$ cat src/rtl/cnn_regs_pkg.sv
// cnn_regs_pkg: register map, response codes and field indices of the CNN register block
package cnn_regs_pkg;
  localparam logic [7:0] OFS_CONTROL     = 8'h00;
  localparam logic [7:0] OFS_STATUS      = 8'h04;
  localparam logic [7:0] OFS_FRAME_COUNT = 8'h08;
  localparam logic [7:0] OFS_ERROR_CODE  = 8'h0C;
  localparam logic [7:0] OFS_IRQ_STATUS  = 8'h10;
  localparam logic [7:0] OFS_IRQ_ENABLE  = 8'h14;
  localparam logic [7:0] OFS_SCRATCH     = 8'h18;
  localparam logic [1:0] RESP_OKAY   = 2'b00;
  localparam logic [1:0] RESP_SLVERR = 2'b10;
  localparam int CTRL_CNN_START = 0;
  localparam int CTRL_CNN_RESET = 1;
  localparam int IRQ_FRAME_DONE = 0;
  localparam int IRQ_ERROR      = 1;
endpackage

$ cat src/rtl/cnn_ctrl_pulse_stretch.sv
// cnn_ctrl_pulse_stretch: self-clearing control bit held high PULSE_CYCLES cycles after set
module cnn_ctrl_pulse_stretch #(
  parameter int PULSE_CYCLES = 2
) (
  input  logic clk,
  input  logic rst_n,
  input  logic set,
  input  logic clr,
  output logic level
);
  logic [3:0] cnt;
  always_ff @(posedge clk or negedge rst_n)
    if (!rst_n) cnt <= '0;
    else cnt <= set ? 4'(PULSE_CYCLES) : clr ? 4'd0 : cnt - {3'd0, |cnt};
  assign level = |cnt;
endmodule

$ cat src/rtl/cnn_axi_lite_regs.sv
// cnn_axi_lite_regs: AXI4-Lite slave register front-end between the host and the CNN control logic
module cnn_axi_lite_regs
  import cnn_regs_pkg::*;
#(
  parameter int          ADDR_W        = 5,
  parameter int          PULSE_CYCLES  = 2,
  parameter logic [31:0] SCRATCH_RESET = 32'h0
) (
  input  logic              clk,
  input  logic              rst_n,
  input  logic [ADDR_W-1:0] s_axi_awaddr,
  input  logic              s_axi_awvalid,
  output logic              s_axi_awready,
  input  logic [31:0]       s_axi_wdata,
  input  logic [3:0]        s_axi_wstrb,
  input  logic              s_axi_wvalid,
  output logic              s_axi_wready,
  output logic [1:0]        s_axi_bresp,
  output logic              s_axi_bvalid,
  input  logic              s_axi_bready,
  input  logic [ADDR_W-1:0] s_axi_araddr,
  input  logic              s_axi_arvalid,
  output logic              s_axi_arready,
  output logic [31:0]       s_axi_rdata,
  output logic [1:0]        s_axi_rresp,
  output logic              s_axi_rvalid,
  input  logic              s_axi_rready,
  output logic [31:0]       control_reg,
  input  logic [31:0]       status_reg,
  input  logic [31:0]       frame_count_reg,
  input  logic [31:0]       error_code_reg,
  output logic              irq
);
  localparam int W = ADDR_W - 2;
  function automatic logic hit(input logic [W-1:0] a, input logic [7:0] o);
    return a == W'(o >> 2);
  endfunction
  logic up, aw_held, w_held, ec_nz, start, cnn_rst, rd_err, unused;
  logic [W-1:0] aw_q, ri;
  logic [31:0] w_q, bm, rd_data, scratch, fc_q;
  logic [3:0] s_q;
  logic [29:0] ctrl_hi;
  logic [1:0] irq_st, irq_en, irq_set;
  logic do_wr, wr_ctrl, wr_ist, wr_ien, wr_scr;
  assign unused = ^{s_axi_awaddr[1:0], s_axi_araddr[1:0]};
  // up masks the readies while in reset and for the first cycle after release
  assign s_axi_awready = up && !aw_held && !s_axi_bvalid;
  assign s_axi_wready  = up && !w_held && !s_axi_bvalid;
  assign s_axi_arready = up && !s_axi_rvalid;
  assign do_wr   = aw_held && w_held;
  assign wr_ctrl = do_wr && hit(aw_q, OFS_CONTROL);
  assign wr_ist  = do_wr && hit(aw_q, OFS_IRQ_STATUS);
  assign wr_ien  = do_wr && hit(aw_q, OFS_IRQ_ENABLE);
  assign wr_scr  = do_wr && hit(aw_q, OFS_SCRATCH);
  assign bm = {{8{s_q[3]}}, {8{s_q[2]}}, {8{s_q[1]}}, {8{s_q[0]}}};
  always_ff @(posedge clk or negedge rst_n)
    if (!rst_n) begin
      up <= 1'b0;
      aw_held <= 1'b0;
      w_held <= 1'b0;
      aw_q <= '0;
      w_q <= '0;
      s_q <= '0;
      s_axi_bvalid <= 1'b0;
      s_axi_bresp <= RESP_OKAY;
    end else begin
      up <= 1'b1;
      if (s_axi_awvalid && s_axi_awready) begin
        aw_held <= 1'b1;
        aw_q <= s_axi_awaddr[ADDR_W-1:2];
      end
      if (s_axi_wvalid && s_axi_wready) begin
        w_held <= 1'b1;
        w_q <= s_axi_wdata;
        s_q <= s_axi_wstrb;
      end
      if (do_wr) begin
        aw_held <= 1'b0;
        w_held <= 1'b0;
        s_axi_bvalid <= 1'b1;
        s_axi_bresp <= aw_q > W'(OFS_SCRATCH >> 2) ? RESP_SLVERR : RESP_OKAY;
      end else if (s_axi_bready) s_axi_bvalid <= 1'b0;
    end
  cnn_ctrl_pulse_stretch #(.PULSE_CYCLES(PULSE_CYCLES)) u_start (
    .clk(clk), .rst_n(rst_n),
    .set(wr_ctrl && s_q[0] && w_q[CTRL_CNN_START]),
    .clr(wr_ctrl && s_q[0] && !w_q[CTRL_CNN_START]),
    .level(start)
  );
  cnn_ctrl_pulse_stretch #(.PULSE_CYCLES(PULSE_CYCLES)) u_reset (
    .clk(clk), .rst_n(rst_n),
    .set(wr_ctrl && s_q[0] && w_q[CTRL_CNN_RESET]),
    .clr(wr_ctrl && s_q[0] && !w_q[CTRL_CNN_RESET]),
    .level(cnn_rst)
  );
  always_comb begin
    control_reg = {ctrl_hi, 2'b00};
    control_reg[CTRL_CNN_START] = start;
    control_reg[CTRL_CNN_RESET] = cnn_rst;
    irq_set = '0;
    irq_set[IRQ_FRAME_DONE] = frame_count_reg != fc_q;
    irq_set[IRQ_ERROR] = |error_code_reg && !ec_nz;
  end
  // a hardware set is OR-ed in after the W1C mask so it wins a same-cycle clear
  always_ff @(posedge clk or negedge rst_n)
    if (!rst_n) begin
      ctrl_hi <= '0;
      irq_st <= '0;
      irq_en <= '0;
      scratch <= SCRATCH_RESET;
      fc_q <= '0;
      ec_nz <= 1'b0;
      irq <= 1'b0;
    end else begin
      if (wr_ctrl) ctrl_hi <= (ctrl_hi & ~bm[31:2]) | (w_q[31:2] & bm[31:2]);
      if (wr_ien) irq_en <= (irq_en & ~bm[1:0]) | (w_q[1:0] & bm[1:0]);
      if (wr_scr) scratch <= (scratch & ~bm) | (w_q & bm);
      irq_st <= (irq_st & ~(wr_ist ? w_q[1:0] : 2'b00)) | irq_set;
      fc_q <= frame_count_reg;
      ec_nz <= |error_code_reg;
      irq <= |(irq_st & irq_en);
    end
  assign ri = s_axi_araddr[ADDR_W-1:2];
  assign rd_err = ri > W'(OFS_SCRATCH >> 2);
  assign rd_data = hit(ri, OFS_CONTROL)     ? control_reg :
                   hit(ri, OFS_STATUS)      ? status_reg :
                   hit(ri, OFS_FRAME_COUNT) ? frame_count_reg :
                   hit(ri, OFS_ERROR_CODE)  ? error_code_reg :
                   hit(ri, OFS_IRQ_STATUS)  ? {30'd0, irq_st} :
                   hit(ri, OFS_IRQ_ENABLE)  ? {30'd0, irq_en} :
                   hit(ri, OFS_SCRATCH)     ? scratch : 32'd0;
  always_ff @(posedge clk or negedge rst_n)
    if (!rst_n) begin
      s_axi_rvalid <= 1'b0;
      s_axi_rdata <= '0;
      s_axi_rresp <= RESP_OKAY;
    end else if (s_axi_arvalid && s_axi_arready) begin
      s_axi_rvalid <= 1'b1;
      s_axi_rdata <= rd_data;
      s_axi_rresp <= rd_err ? RESP_SLVERR : RESP_OKAY;
    end else if (s_axi_rready) s_axi_rvalid <= 1'b0;
endmodule

$ cat config.mk
export PLATFORM = sky130hd
export DESIGN_NAME = cnn_axi_lite_regs
export DESIGN_NICKNAME = d
export VERILOG_FILES = /design/src/rtl/cnn_regs_pkg.sv /design/src/rtl/cnn_ctrl_pulse_stretch.sv /design/src/rtl/cnn_axi_lite_regs.sv
export SDC_FILE = /design/constraint.sdc
export NUM_CORES = 1
export LEC_CHECK = 0
export ABC_AREA = 1
export BUFFER_PORTS_ARGS = -buffer_cell sky130_fd_sc_hd__buf_2
export CAP_MARGIN = 20
export CELL_PAD_IN_SITES_DETAIL_PLACEMENT = 1
export CELL_PAD_IN_SITES_GLOBAL_PLACEMENT = 2
export CORE_ASPECT_RATIO = 1.5
export CORE_UTILIZATION = 34
export DETAILED_ROUTE_END_ITERATION = 8
export PLACE_DENSITY = 0.85
export RECOVER_POWER = 50
export SETUP_SLACK_MARGIN = 0.02
export SYNTH_ARGS = -nofsm -noshare
export SYNTH_HDL_FRONTEND = slang
export SYNTH_SLANG_ARGS = --single-unit
$ cat constraint.sdc
create_clock -name clk -period 2.1 [get_ports clk]
set_clock_uncertainty 0.1 [all_clocks]
set_input_delay 0.42 -clock clk [delete_from_list [all_inputs] [get_ports clk]]
set_output_delay 0.42 -clock clk [all_outputs]
set_load 0.01 [all_outputs]
After elaboration in Yosys (flattened, before gate mapping)
Cells that the tools add are included.

word-level totals
  flip-flop bits (word level) = 188
  output and inout port bits = 74
  word-level logic and storage cells = 108

cells by class
  add/subtract/negate cells = 2
  order comparisons = 2
  eq/ne operators = 10
  muxes and demuxes = 22
  bitwise gates (word level) = 16
  reductions and logical operators = 36

operators with widths
  cell                  count
  $mux W32              7
  $and A32 B32 Y32      2
  $and A30 B30 Y30      2
  $ne A32 B32 Y1        1
  $not A32 Y32          1
  $or A32 B32 Y32       1
  $reduce_or A32 Y1     1
  $not A30 Y30          1
  $or A30 B30 Y30       1
  $logic_and A1 B1 Y1   19
  $eq A3 B3 Y1 const B  6
  $mux W4               4
  $and A2 B2 Y2         4
  $mux W1               8
  $reduce_bool A2 Y1    4
  $reduce_or A4 Y1      2
  $sub A4 B1 Y4         2
  $logic_not A1 Y1      7
  $eq A3 B2 Y1 const B  2
  $gt A3 B3 Y1 const B  2
  $logic_not A3 Y1      2
  $mux W2               3
  $not A2 Y2            2
  $or A2 B2 Y2          2
  other kinds (2)       2

Logic depth before layout (Yosys ltp)
  depth in word-level cells = 8
  mapped depth = 10

By module
A second synthesis with hierarchy kept.

unflattened totals
  cells, all modules = 1,052
  area, all modules = 8,797.2 um^2

by module, submodules not included
  module                  times used  cells each  area each (um^2)  seq. area each (um^2)
  cnn_axi_lite_regs       1           1,008       8,381.8           4,454.3
  cnn_ctrl_pulse_stretch  2           22          207.7             100.1

Least setup slack after synthesis
OpenSTA, ideal clock, no wires.

  kind = register -> register
  start point = register s_axi_rvalid
  end point = register s_axi_rdata[25]
  library setup time = 113 ps
  data arrival time = 1,280 ps
  setup slack = 607 ps
  cell stages (with the launch flop) = 9
  buffers on the path = 1
  cell sequence = dfrtp_1 -> nor2_2 -> nand2_2 -> inv_2 -> buf_2 -> nand2_1 -> nand3b_1 -> nand2_1 -> inv_1

between the ends
  longest elaborated chain between the ends = 3

ends and longest elaborated chain
  element                 RTL line                  RTL
  from (decl)             cnn_axi_lite_regs.sv:26   output logic s_axi_rvalid,
  from (signal assigned)  cnn_axi_lite_regs.sv:134  s_axi_rvalid <= 1'b0;
  from (signal assigned)  cnn_axi_lite_regs.sv:138  s_axi_rvalid <= 1'b1;
  from (signal assigned)  cnn_axi_lite_regs.sv:141  end else if (s_axi_rready) s_axi_rvalid <= 1'b0;
  $logic_not A1 Y1        cnn_axi_lite_regs.sv:49   assign s_axi_arready = up && !s_axi_rvalid;
  $logic_and A1 B1 Y1     cnn_axi_lite_regs.sv:49
  net s_axi_arready       cnn_axi_lite_regs.sv:23   output logic s_axi_arready,
  $logic_and A1 B1 Y1     cnn_axi_lite_regs.sv:137  end else if (s_axi_arvalid && s_axi_arready) begin
  to (signal assigned)    cnn_axi_lite_regs.sv:139  s_axi_rdata <= rd_data;
  to (decl)               cnn_axi_lite_regs.sv:24   output logic [31:0] s_axi_rdata,

The timed path passes the listed nets, and every way through them passes these cells.
A chain may end at the register's enable or synchronous reset.

Final worst setup path
  start point = register u_start.cnt[2]
  end point = output port control_reg[0]

between the ends
  longest elaborated chain between the ends = 1

ends and longest elaborated chain
  element                 RTL line                      RTL
  from (decl)             cnn_ctrl_pulse_stretch.sv:11  logic [3:0] cnt;
  from (signal assigned)  cnn_ctrl_pulse_stretch.sv:14  else cnt <= set ? 4'(PULSE_CYCLES) : clr ? 4'd0 : cnt - {3'd0, |cnt};
  $reduce_or A4 Y1        cnn_ctrl_pulse_stretch.sv:15  assign level = |cnt;
  to (decl)               cnn_axi_lite_regs.sv:28       output logic [31:0] control_reg,

No other way between the ends.

==> reports/qor.txt <==
status - finished clean
DR vias/cell - 4.783
antenna viol nets, final - 0
Worst R2R Path Depth - 7
register area share after synthesis - 52.12%
crit path cell chain - nor2_1 > nand2_1 > buf_2
Placed Cells incl. Taps - 1573
Synth area leader - dfrtp_1
number of DRC markers in iteration 0 - 371
Mean Syn Cell Area - 8.537 sq um
Post-synth EDFFs - 0
GRT overflow - 0
Slowest cell on crit path - dfrtp_1
Max VDD drop - 0.0006254 V
cts hold-fix bufs - 3
Worst-path clk slew - 0.07 ns
clk_lat worst skew - 0.45 ns
number of gates resized after CTS - 0
Hold WC Path Type - in -> reg
Die Ht - 200.5 um
share of cells above drive strength 1 - 24.25%
headroom to the max-slew limit - 31.16%
Slew Limit Fails - 0
number of setup buffers added after CTS - 0
synthesized netlist cell count - 1046
die width - 134.3 um
Vias - 7696
gpl congestion - 0.8218
endpoints failing hold - 0
Distinct cells, synth - 37
reg-to-reg slack, setup - 0.27 ns
post-synth top area share - 52.12%
Tightest Pin Transition - 1.033 ns
CTS sink cnt - 186
Final Setup Violations - 0
max incr delay on CP - 0.39 ns
WL final - 28.77 mm
Critical Path RT - 1.58 ns
kind of critical path - reg -> out
# DRC - 0
Wirelength per Cell - 17.88 um
CTS Buf Count - 17
Lkg Pwr - 5.639 nW
initial core utilization - 34.66%
Setup crit start kind - flop
Ports - 223
Power per Cell Area - 1091 mW/mm^2
Layout Nets - 1415
largest net degree at the start of global routing - 49
Cell Area, Synth - 0.008930 sq mm
reg2reg end - s_axi_rdata[1]
fin crit period - 1.854 ns
Ys Warns - 0
Std-Cell Rows - 72
die footprint - 0.02693 sq mm
first-pass GRT wire length - 45.49 mm
fin crit share - 88.29%
post-detail-place hpwl - 22.32 mm
Max Cap Viol - 0
Total GRT Usage - 22.40%
Core ar. - 0.02576 sq mm
vias in the first global route - 8191
Port Buffers - 216
Critical path origin - u_start.cnt[2]
RSZ-0062 raised after global routing - false
drt pass-1 iters - 4
Setup TNS Final - 0 ns
final cell count without fillers - 1609
reg2reg start - up
Fillers - 3210
Peak Freq - 0.5394 GHz
H-tree depth - 4
flops & latches, synth - 186
Root Buffer - clkbuf_16
worst setup path endpoint - control_reg[0]
clock buffer depth - 2
Critical Path AT - 1.33 ns
area delta synth->final - 22.05%
initial antenna violation count - 2
Crit. End Element - output port
crit-path max FO - 3
CTS tree - yes
top_reg_cell synth - dfrtp_1
ys async rst share - 100.0%
top post-synthesis cells by area - dfrtp_1 (52%), nand2_1 (12%), inv_1 (4.3%), nor2_1 (3.6%), o21ai_1 (3.5%)
## where the power goes
part	internal (W)	total [W]	leakage [nW]	switching, W
sequential	0.00470	0.00542	2.27	0.000726
clock	0.00173	0.00316	0.273	0.00143
combinational	0.00128	0.00331	3.09	0.00203
total	0.00771	0.0119	5.64	0.00419
## layer usage
metal  wire length, um  vias to the layer above  global-route usage, %
li1                  -                     3753                      -
met1             12920                     3755                  29.50
met2             14190                      162                  37.27
met3              1098                       26                  4.066
met4               552                        0                  6.782
met5                 0                        -                      0
## how the worst min path moves through the flow
stage | startpoint | to | slack [ns] | cells past startpoint
2_1_floorplan | rst_n | async pin | 0.02 | 0
3_3_place_gp | rst_n | u_reset.cnt[3] | 0.31 | 1
3_5_place_dp | rst_n | u_reset.cnt[0] | 0.31 | 1
4_1_cts | frame_count_reg[2] | fc_q[2] | 0.003 | 1
5_1_grt | frame_count_reg[20] | fc_q[20] | 0.03 | 1
6_report | frame_count_reg[2] | fc_q[2] | 0.04 | 1
## worst max-delay path: cells and delay by family (launching register included)
kind / cells / cell delay [ns]
DFF: 1 / 0.39
and+or+nand+nor: 2 / 0.33
buffers and inverters: 1 / 0.17
## cells in the final DEF (no fill, tap or decap), types with 3 or more instances in the layout
cell           netlist  layout
a21oi_1             41      41
buf_12               0       3
buf_2               21     183
buf_4               11      17
clkbuf_1            10      39
clkbuf_16            0      17
clkbuf_8             0       4
conb_1               2       3
dfrtp_1            186     186
dlygate4sd3_1        0       3
ha_1                 4       4
inv_1              102     102
inv_2                7       7
mux2_2               3       3
nand2_1            278     279
nand2_2             14      13
nand2_4              4       4
nand3_1             20      20
nand3b_1            21      21
nand4_1             30      30
nor2_1              86      87
o21ai_0             35      35
o21ai_1             63      63
o21ai_2             32      32
o21bai_1             6       6
or2_1               13      13
or2_2                7       7
xnor2_1             24      24
## cells in the mapped netlist, drive strengths merged, types with 3 or more instances
cell,number
nor3,3
buf,40
nand4,30
o21ai,130
nand3,21
nand2,296
or2,20
clkbuf,10
xnor2,24
dfrtp,186
o21bai,6
mux2,3
a21oi,41
ha,4
inv,110
nand3b,21
nor2,91
## cells by family (layout without fill, tap and decap cells)
family / Yosys count / after routing / share of synthesized area [%]
multiplexers: 3 / 3 / 0.3783
buffers and inverters: 160 / 387 / 8.183
XOR/XNOR: 26 / 26 / 2.550
other: 2 / 5 / 0.08410
AND/OR/NAND/NOR: 482 / 482 / 24.18
flip-flops: 186 / 186 / 52.12
adder cells (fa/ha/maj): 4 / 4 / 0.5605
AO/OA/AOI/OAI: 183 / 183 / 11.94
## stage by stage
step	hold WS, ns	setup slack (ns)	utilization (%)	cell area (sq um)	total power [W]
finish	0.03713	0.2460	42.30	10900	0.01189
global route	0.03488	0.1235	42.30	10900	0.01269
CTS	0.003090	0.2186	42.71	11000	0.01210
detailed placement	0.3145	0.1937	40.40	10410	0.008879
global placement	0.3109	0.2682	40.40	10410	0.008710
floorplan	0.02441	0.6067	-	8934	0.007425
## layout make-up
class | instances | area (sq um) | area share [%]
inverters | 110 | 415.4 | 3.811
flip-flops and latches | 186 | 4654 | 42.70
clock buffers | 22 | 474.2 | 4.351
well taps | 333 | 416.7 | 3.823
multi-input cells | 701 | 3545 | 32.52
repair buffers | 246 | 1299 | 11.92
clock inverters | 9 | 90.09 | 0.8265
diodes | 2 | 5.005 | 0.04592
(Power assumes the default switching activity.)
